`src/rtl/zx_tape_fastload_if.sv`:
```
// Bus bundle between the ZX80/ZX81 system side (master) and the tape fast loader (slave).
`timescale 1ns/1ps
`default_nettype none

interface zx_tape_fastload_if #(
    parameter int ADDR_W = 14
);
    logic              ce_cpu;
    logic              zx81;
    logic              fmt;
    logic              m1_n;
    logic [15:0]       cpu_addr;
    logic              tape_valid;
    logic [ADDR_W:0]   tape_len;
    logic [ADDR_W-1:0] buf_addr;
    logic [7:0]        buf_din;
    logic [15:0]       ram_addr;
    logic [7:0]        ram_din;
    logic              ram_we;
    logic              active;
    logic [7:0]        patch_dout;
    logic [ADDR_W:0]   count;
    logic              done;

    modport master (
        output ce_cpu, zx81, fmt, m1_n, cpu_addr, tape_valid, tape_len, buf_din,
        input  buf_addr, ram_addr, ram_din, ram_we, active, patch_dout, count, done
    );

    modport slave (
        input  ce_cpu, zx81, fmt, m1_n, cpu_addr, tape_valid, tape_len, buf_din,
        output buf_addr, ram_addr, ram_din, ram_we, active, patch_dout, count, done
    );
endinterface

`default_nettype wire

```
`src/rtl/zx_tape_fastload.sv`:
```
// ---------------------------------------------------------------------------
// zx_tape_fastload : traps ROM LOAD, spins the CPU on a patch and streams the
//                    tape buffer into RAM. Option macro: TAPE_AUTOREWIND_EN.
// Revision 1.0 - initial release
// ---------------------------------------------------------------------------
`timescale 1ns/1ps
`default_nettype none

module zx_tape_fastload #(
    parameter int          ADDR_W    = 14,
    parameter logic [15:0] DEST_BASE = 16'h4000,
    parameter logic [15:0] OFFS_O    = 16'd0,
    parameter logic [15:0] OFFS_P    = 16'd9,
    parameter logic [15:0] TRAP81    = 16'h0347,
    parameter logic [15:0] END81     = 16'h03C3,
    parameter logic [15:0] TRAP80    = 16'h0207,
    parameter logic [15:0] END80     = 16'h024D,
    parameter logic [15:0] JP81      = 16'h0207,
    parameter logic [15:0] JP80      = 16'h0203
) (
    input  logic               clk_sys,
    input  logic               reset_n,
    zx_tape_fastload_if.slave  bus
);

    localparam logic [ADDR_W:0] c_MAX_LEN = {1'b1, {ADDR_W{1'b0}}};
    localparam logic [ADDR_W:0] c_ONE     = {{ADDR_W{1'b0}}, 1'b1};

    typedef enum logic [2:0] {
        S_IDLE  = 3'd0,
        S_READY = 3'd1,
        S_FETCH = 3'd2,
        S_WRITE = 3'd3,
        S_SPIN  = 3'd4
    } state_t;

    state_t            r_state, w_state_nx;
    logic              r_m1_n, r_active, r_zx81, r_fmt, r_consumed;
    logic [ADDR_W:0]   r_count, r_len;
    logic [ADDR_W-1:0] r_buf_addr;

    logic              w_zx81, w_m1_fall, w_exit, w_hit;
    logic [15:0]       w_trap, w_end, w_jp, w_idx, w_cnt16;
    logic [ADDR_W:0]   w_len, w_count_inc;
    logic              w_we, w_done, w_start, w_fetch, w_release, w_consume;
    logic [7:0]        w_patch;

    // Live machine selection until the trap fires, latched copy afterwards.
    assign w_zx81      = (r_state == S_IDLE || r_state == S_READY) ? bus.zx81 : r_zx81;
    assign w_trap      = w_zx81 ? TRAP81 : TRAP80;
    assign w_end       = w_zx81 ? END81  : END80;
    assign w_jp        = w_zx81 ? JP81   : JP80;
    assign w_m1_fall   = r_m1_n & ~bus.m1_n;
    assign w_hit       = w_m1_fall && (bus.cpu_addr == w_trap);
    assign w_exit      = w_m1_fall && ((bus.cpu_addr < w_trap) || (bus.cpu_addr >= w_end));
    assign w_len       = (bus.tape_len > c_MAX_LEN) ? c_MAX_LEN : bus.tape_len;
    assign w_count_inc = r_count + c_ONE;
    assign w_cnt16     = 16'(r_count);
    assign w_idx       = bus.cpu_addr - w_trap;

    always_comb begin
        w_state_nx = r_state;
        w_we       = 1'b0;
        w_done     = 1'b0;
        w_start    = 1'b0;
        w_fetch    = 1'b0;
        w_release  = 1'b0;
        w_consume  = 1'b0;
        if (r_state != S_IDLE && !bus.tape_valid) begin
            w_state_nx = S_IDLE;
            w_release  = 1'b1;
        end else begin
            case (r_state)
                S_IDLE: begin
                    if (bus.tape_valid && !r_consumed) w_state_nx = S_READY;
                end
                S_READY: begin
                    if (w_hit) begin
                        w_start    = 1'b1;
                        w_state_nx = (w_len != '0) ? S_FETCH : S_SPIN;
                    end
                end
                S_FETCH: begin
                    if (w_exit) begin
                        w_state_nx = S_IDLE;
                        w_release  = 1'b1;
                        w_consume  = 1'b1;
                    end else if (bus.ce_cpu) begin
                        w_fetch    = 1'b1;
                        w_state_nx = S_WRITE;
                    end
                end
                S_WRITE: begin
                    if (w_exit) begin
                        w_state_nx = S_IDLE;
                        w_release  = 1'b1;
                        w_consume  = 1'b1;
                    end else begin
                        w_we = 1'b1;
                        if (w_count_inc == r_len) begin
                            w_done     = 1'b1;
                            w_state_nx = S_SPIN;
                        end else begin
                            w_state_nx = S_FETCH;
                        end
                    end
                end
                S_SPIN: begin
                    if (w_exit) begin
                        w_release  = 1'b1;
`ifdef TAPE_AUTOREWIND_EN
                        w_state_nx = S_READY;
`else
                        w_state_nx = S_IDLE;
                        w_consume  = 1'b1;
`endif
                    end
                end
                default: w_state_nx = S_IDLE;
            endcase
        end
    end

    always_ff @(posedge clk_sys or negedge reset_n) begin
        if (!reset_n) r_state <= S_IDLE;
        else          r_state <= w_state_nx;
    end

    // The buffer address is kept one step ahead so buf_din is settled by WRITE.
    always_ff @(posedge clk_sys or negedge reset_n) begin
        if (!reset_n) begin
            r_m1_n     <= 1'b1;
            r_active   <= 1'b0;
            r_zx81     <= 1'b0;
            r_fmt      <= 1'b0;
            r_consumed <= 1'b0;
            r_count    <= '0;
            r_len      <= '0;
            r_buf_addr <= '0;
        end else begin
            r_m1_n <= bus.m1_n;
            if (!bus.tape_valid) r_consumed <= 1'b0;
            else if (w_consume)  r_consumed <= 1'b1;
            if (w_start) begin
                r_active   <= 1'b1;
                r_count    <= '0;
                r_len      <= w_len;
                r_zx81     <= bus.zx81;
                r_fmt      <= bus.fmt;
                r_buf_addr <= '0;
            end
            if (w_fetch) r_buf_addr <= r_count[ADDR_W-1:0];
            if (w_we) begin
                r_count    <= w_count_inc;
                r_buf_addr <= w_count_inc[ADDR_W-1:0];
            end
            if (w_release) r_active <= 1'b0;
        end
    end

    // Patch: xor a / nop|scf / jr nc,-3 / jp target -- spins until carry is set.
    always_comb begin
        w_patch = 8'h00;
        if (r_active) begin
            case (w_idx)
                16'd0:   w_patch = 8'hAF;
                16'd1:   w_patch = (r_state == S_SPIN) ? 8'h37 : 8'h00;
                16'd2:   w_patch = 8'h30;
                16'd3:   w_patch = 8'hFD;
                16'd4:   w_patch = 8'hC3;
                16'd5:   w_patch = w_jp[7:0];
                16'd6:   w_patch = w_jp[15:8];
                default: w_patch = 8'h00;
            endcase
        end
    end

    assign bus.buf_addr   = r_buf_addr;
    assign bus.ram_we     = w_we;
    assign bus.ram_addr   = w_we ? (DEST_BASE + (r_fmt ? OFFS_P : OFFS_O) + w_cnt16) : 16'h0000;
    assign bus.ram_din    = w_we ? bus.buf_din : 8'h00;
    assign bus.active     = r_active;
    assign bus.patch_dout = w_patch;
    assign bus.count      = r_count;
    assign bus.done       = w_done;

endmodule

`default_nettype wire

```
`src/flat_wrapper.sv`:
```
// flat-port wrapper written by rule: the top's interface ports become plain ports
module zx_tape_fastload_flat 
#(
    parameter int          ADDR_W    = 14,
    parameter logic [15:0] DEST_BASE = 16'h4000,
    parameter logic [15:0] OFFS_O    = 16'd0,
    parameter logic [15:0] OFFS_P    = 16'd9,
    parameter logic [15:0] TRAP81    = 16'h0347,
    parameter logic [15:0] END81     = 16'h03C3,
    parameter logic [15:0] TRAP80    = 16'h0207,
    parameter logic [15:0] END80     = 16'h024D,
    parameter logic [15:0] JP81      = 16'h0207,
    parameter logic [15:0] JP80      = 16'h0203
)
  (clk_sys, reset_n, bus_ce_cpu, bus_zx81, bus_fmt, bus_m1_n, bus_cpu_addr, bus_tape_valid, bus_tape_len, bus_buf_din, bus_buf_addr, bus_ram_addr, bus_ram_din, bus_ram_we, bus_active, bus_patch_dout, bus_count, bus_done);
  zx_tape_fastload_if #(.ADDR_W(ADDR_W)) bus_i ();
  input  logic clk_sys;
  input  logic reset_n;
  input wire logic [$bits(bus_i.ce_cpu)-1:0] bus_ce_cpu;
  input wire logic [$bits(bus_i.zx81)-1:0] bus_zx81;
  input wire logic [$bits(bus_i.fmt)-1:0] bus_fmt;
  input wire logic [$bits(bus_i.m1_n)-1:0] bus_m1_n;
  input wire logic [$bits(bus_i.cpu_addr)-1:0] bus_cpu_addr;
  input wire logic [$bits(bus_i.tape_valid)-1:0] bus_tape_valid;
  input wire logic [$bits(bus_i.tape_len)-1:0] bus_tape_len;
  input wire logic [$bits(bus_i.buf_din)-1:0] bus_buf_din;
  output wire logic [$bits(bus_i.buf_addr)-1:0] bus_buf_addr;
  output wire logic [$bits(bus_i.ram_addr)-1:0] bus_ram_addr;
  output wire logic [$bits(bus_i.ram_din)-1:0] bus_ram_din;
  output wire logic [$bits(bus_i.ram_we)-1:0] bus_ram_we;
  output wire logic [$bits(bus_i.active)-1:0] bus_active;
  output wire logic [$bits(bus_i.patch_dout)-1:0] bus_patch_dout;
  output wire logic [$bits(bus_i.count)-1:0] bus_count;
  output wire logic [$bits(bus_i.done)-1:0] bus_done;
  assign bus_i.ce_cpu = bus_ce_cpu;
  assign bus_i.zx81 = bus_zx81;
  assign bus_i.fmt = bus_fmt;
  assign bus_i.m1_n = bus_m1_n;
  assign bus_i.cpu_addr = bus_cpu_addr;
  assign bus_i.tape_valid = bus_tape_valid;
  assign bus_i.tape_len = bus_tape_len;
  assign bus_i.buf_din = bus_buf_din;
  assign bus_buf_addr = bus_i.buf_addr;
  assign bus_ram_addr = bus_i.ram_addr;
  assign bus_ram_din = bus_i.ram_din;
  assign bus_ram_we = bus_i.ram_we;
  assign bus_active = bus_i.active;
  assign bus_patch_dout = bus_i.patch_dout;
  assign bus_count = bus_i.count;
  assign bus_done = bus_i.done;
  zx_tape_fastload #(.ADDR_W(ADDR_W), .DEST_BASE(DEST_BASE), .OFFS_O(OFFS_O), .OFFS_P(OFFS_P), .TRAP81(TRAP81), .END81(END81), .TRAP80(TRAP80), .END80(END80), .JP81(JP81), .JP80(JP80)) u_core (.clk_sys(clk_sys), .reset_n(reset_n), .bus(bus_i));
endmodule
```
`config.mk`:
```
export PLATFORM = sky130hd
export DESIGN_NAME = zx_tape_fastload_flat
export DESIGN_NICKNAME = d
export VERILOG_FILES = /design/src/rtl/zx_tape_fastload_if.sv /design/src/rtl/zx_tape_fastload.sv /design/src/flat_wrapper.sv
export SDC_FILE = /design/constraint.sdc
export NUM_CORES = 1
export LEC_CHECK = 0
export CAP_MARGIN = 20
export CORE_UTILIZATION = 40
export DETAILED_ROUTE_END_ITERATION = 10
export GPL_TIMING_DRIVEN = 0
export PLACE_DENSITY_LB_ADDON = 0.15
export SYNTH_ARGS = -nofsm -noshare
export SYNTH_HDL_FRONTEND = slang
export SYNTH_SLANG_ARGS = --single-unit
```
`constraint.sdc`:
```
create_clock -name clk_sys -period 3.3 [get_ports clk_sys]
set_input_delay 0.33 -clock clk_sys [delete_from_list [all_inputs] [get_ports clk_sys]]
set_output_delay 0.33 -clock clk_sys [all_outputs]
set_load 0.01 [all_outputs]
```
==> flow_metrics.env <==
export IMPL_status="finished, violations left"
export IMPL_violations="setup timing"
export IMPL_yosysWarningCount=0
export IMPL_cts_buffer_depth=2
export IMPL_ant_nets=0
export IMPL_overflow=0
export IMPL_critical_path_class="flip-flop to primary output"
export IMPL_synth_edff_count=0
export IMPL_leakage_uw=0.00235
export IMPL_drtIter0Drc=197
export IMPL_ys_types=73
export IMPL_finClkSkew_ns=0.0107
export IMPL_fp_row_count=36
export IMPL_cts_buffers=5
export IMPL_area_growth_syn_to_layout_pct=39.6
export IMPL_final_cell_mix="clkdlybuf4s50_1 (71), nand2_1 (59), dfrtp_1 (50)"
export IMPL_slew_headroom_pct=55.3
export IMPL_drive_gt1_share_pct=19.9
export IMPL_finalPower_uw=1390
export IMPL_seq_area_um2=1300
export IMPL_grt_max_degree=33
export IMPL_coreArea_um2=9770
export IMPL_synth_area_um2=4040
export IMPL_utilization_pct=57.7
export IMPL_layout_commonest_cell="clkdlybuf4s50_1"
export IMPL_reg2reg_slack_ns=0.12
export IMPL_root_buffer="clkbuf_8"
export IMPL_timing_hold_violations_final=0
export IMPL_diodes=0
export IMPL_pre_cts_ws_ns=-1.22
export IMPL_setup_slack_ns=-0.0118
export IMPL_detail_route_first_pass_iterations=5
export IMPL_grt_pass1_vias=4101
export IMPL_async_flop_share_pct=100
export IMPL_fillerInstances=922
export IMPL_port_buffers=107
export IMPL_synth_net_count=543
export IMPL_hold_path_class="primary input to async pin"
export IMPL_wl_mm=12.9
export IMPL_start_util_pct=41.3
export IMPL_yosys_register_bits=52
export IMPL_final_setup_viol_count=1
export IMPL_worstMarginPinSlew_ns=0.665
export IMPL_syn_area_per_cell_um2=8.23
export IMPL_final_max_slew_violation_count=0
export IMPL_finalNetCount=678
export IMPL_clock_sinks=52
export IMPL_track_usage_pct=25.7
export IMPL_multi_input_area_um2=2670
export IMPL_max_cap_violations=0
export IMPL_post_drt_via_cell_ratio=5.61
export IMPL_clk_pin_slew_ns=0.10
export IMPL_period_minus_slack_ns=3.31
export IMPL_ios=110
export IMPL_dieHeight_um=103
export IMPL_critical_path_required_ns=2.97
export IMPL_peakVddDrop_mv=0.214
export IMPL_max_freq_mhz=302
export IMPL_post_dp_hpwl_mm=9.62
export IMPL_rsz0062_at_grt="true"
export IMPL_wl_per_cell_um=17.0
export IMPL_clkLatencyLatePin_ns=0.31
export IMPL_grt_pass1_wl_mm=20.9
export IMPL_synthFlopType="dfrtp_1"
export IMPL_vias=4264
export IMPL_start_kind="flip-flop"
export IMPL_die_w_um=103
export IMPL_ctsHoldBuffers=0
export IMPL_critPathMaxFanout=5
export IMPL_cp_data_arrival_time_ns=2.98
export IMPL_ys_seq_area_share_pct=32.2
export IMPL_routabilityCongestion=0.894
export IMPL_powerDensity_nw_per_um2=247
export IMPL_endpoint_kind="primary output"
export IMPL_fin_crit_sh_pct=100
export IMPL_antenna_found_initial=0
export IMPL_drc=0
export IMPL_die_area_um2=10500
export IMPL_synthesis_instances=491
export IMPL_cts_tree="yes"
export IMPL_htreeDepth=2
final timing paths:
path	startpoint	to	depth (start not counted)
min in group clk_sys	bus_tape_valid	u_core.r_consumed	2
max in group asynchronous	reset_n	u_core.r_m1_n	2
worst min-delay path	reset_n	u_core.bus.active	1
worst max register to register	u_core.r_state[2]	u_core.bus.buf_addr[0]	13
worst max-delay path	u_core.r_state[2]	bus_done	14
worst min register to register	u_core.bus.buf_addr[7]	u_core.bus.buf_addr[7]	2
where the power goes:
| part | total (uW) | switching, uW | internal, uW |
|---|---|---|---|
| combinational | 310 | 152 | 159 |
| clock | 395 | 223 | 172 |
| sequential | 689 | 28.5 | 661 |
| total | 1390 | 403 | 992 |
routing by layer:
metal	up-vias	part of all wire, %	global-route usage, %
li1	2043	-	-
met1	2059	44	34.7
met2	145	49	43.3
met3	17	5.8	3.59
met4	0	1.6	6.37
met5	-	0	0
critical path, cell delays in order (launching register included):
cell      delay (ns)
dfrtp_2         0.47
nor3b_4         0.26
nor2_4          0.07
buf_6           0.12
inv_6           0.06
ha_4            0.18
o41a_1          0.40
o311a_4         0.14
nand4_1         0.13
a41oi_4         0.12
nand2b_4        0.21
inv_8           0.09
buf_8           0.10
and4_1          0.18
buf_2           0.14
kinds of logic after synthesis:
| group | Yosys count | synth area share, % |
|---|---|---|
| AND/OR/NAND/NOR | 215 | 27.3 |
| flip-flops | 52 | 32.2 |
| adder cells (fa/ha/maj) | 7 | 2.11 |
| multiplexers | 5 | 1.36 |
| XOR/XNOR | 39 | 9.14 |
| AO/OA/AOI/OAI | 127 | 21.4 |
| buffers and inverters | 46 | 6.44 |
flip-flops by register name, summed over array words and instances, names as in the netlist:
name	flops
u_core.bus.buf_addr	14
u_core.r_len	15
u_core.r_consumed	1
u_core.r_state	3
u_core.bus.active	1
u_core.r_fmt	1
u_core.r_zx81	1
u_core.bus.count	15
u_core.r_m1_n	1
timing repair:
item,in CTS,in global routing
endpoints found under the setup margin,64,44
setup buffers,23,2
pin swaps,10,9
resized for setup,157,40
cells in the mapped netlist, types with 5 or more instances:
cell type / instances / area share (%)
nand2_1: 59 / 5.5
dfrtp_1: 51 / 32
o21ai_0: 45 / 5.6
nor2_1: 43 / 4.0
xnor2_1: 28 / 6.1
nor3_1: 23 / 2.8
nand3_1: 21 / 2.6
clkbuf_1: 18 / 1.7
a21oi_1: 17 / 2.1
a21o_1: 12 / 2.2
and2_1: 12 / 1.9
nand2b_1: 11 / 1.7
xor2_1: 9 / 2.0
inv_1: 8 / 0.74
nor4_1: 8 / 1.2
a221o_1: 7 / 1.7
nand4_1: 7 / 1.1
ha_1: 6 / 1.9
and3_1: 5 / 0.77
o211ai_1: 5 / 0.93
o21a_1: 5 / 0.93
through the flow:
step,TNS [ns],hold slack (ns),std cells,instance area [um2]
2_1_floorplan,0,0.0344,491,4040
3_3_place_gp,-43.82,0.469,731,5280
3_5_place_dp,-44.14,0.340,732,5290
4_1_cts,-0.791,0.00849,761,5530
5_1_grt,-0.919,0.0278,760,5640
6_report,-0.0118,0.000591,760,5640
cell type report:
type,count,area share (%)
multi-input combinational,393,47.2
clock buffer,6,1.46
tap,133,2.95
inverter,11,0.976
buffer,31,3.75
timing repair buffer,132,20.3
clock inverter,2,0.244
sequential,52,23.1
Note: power is estimated with default switching activity, not from simulation.
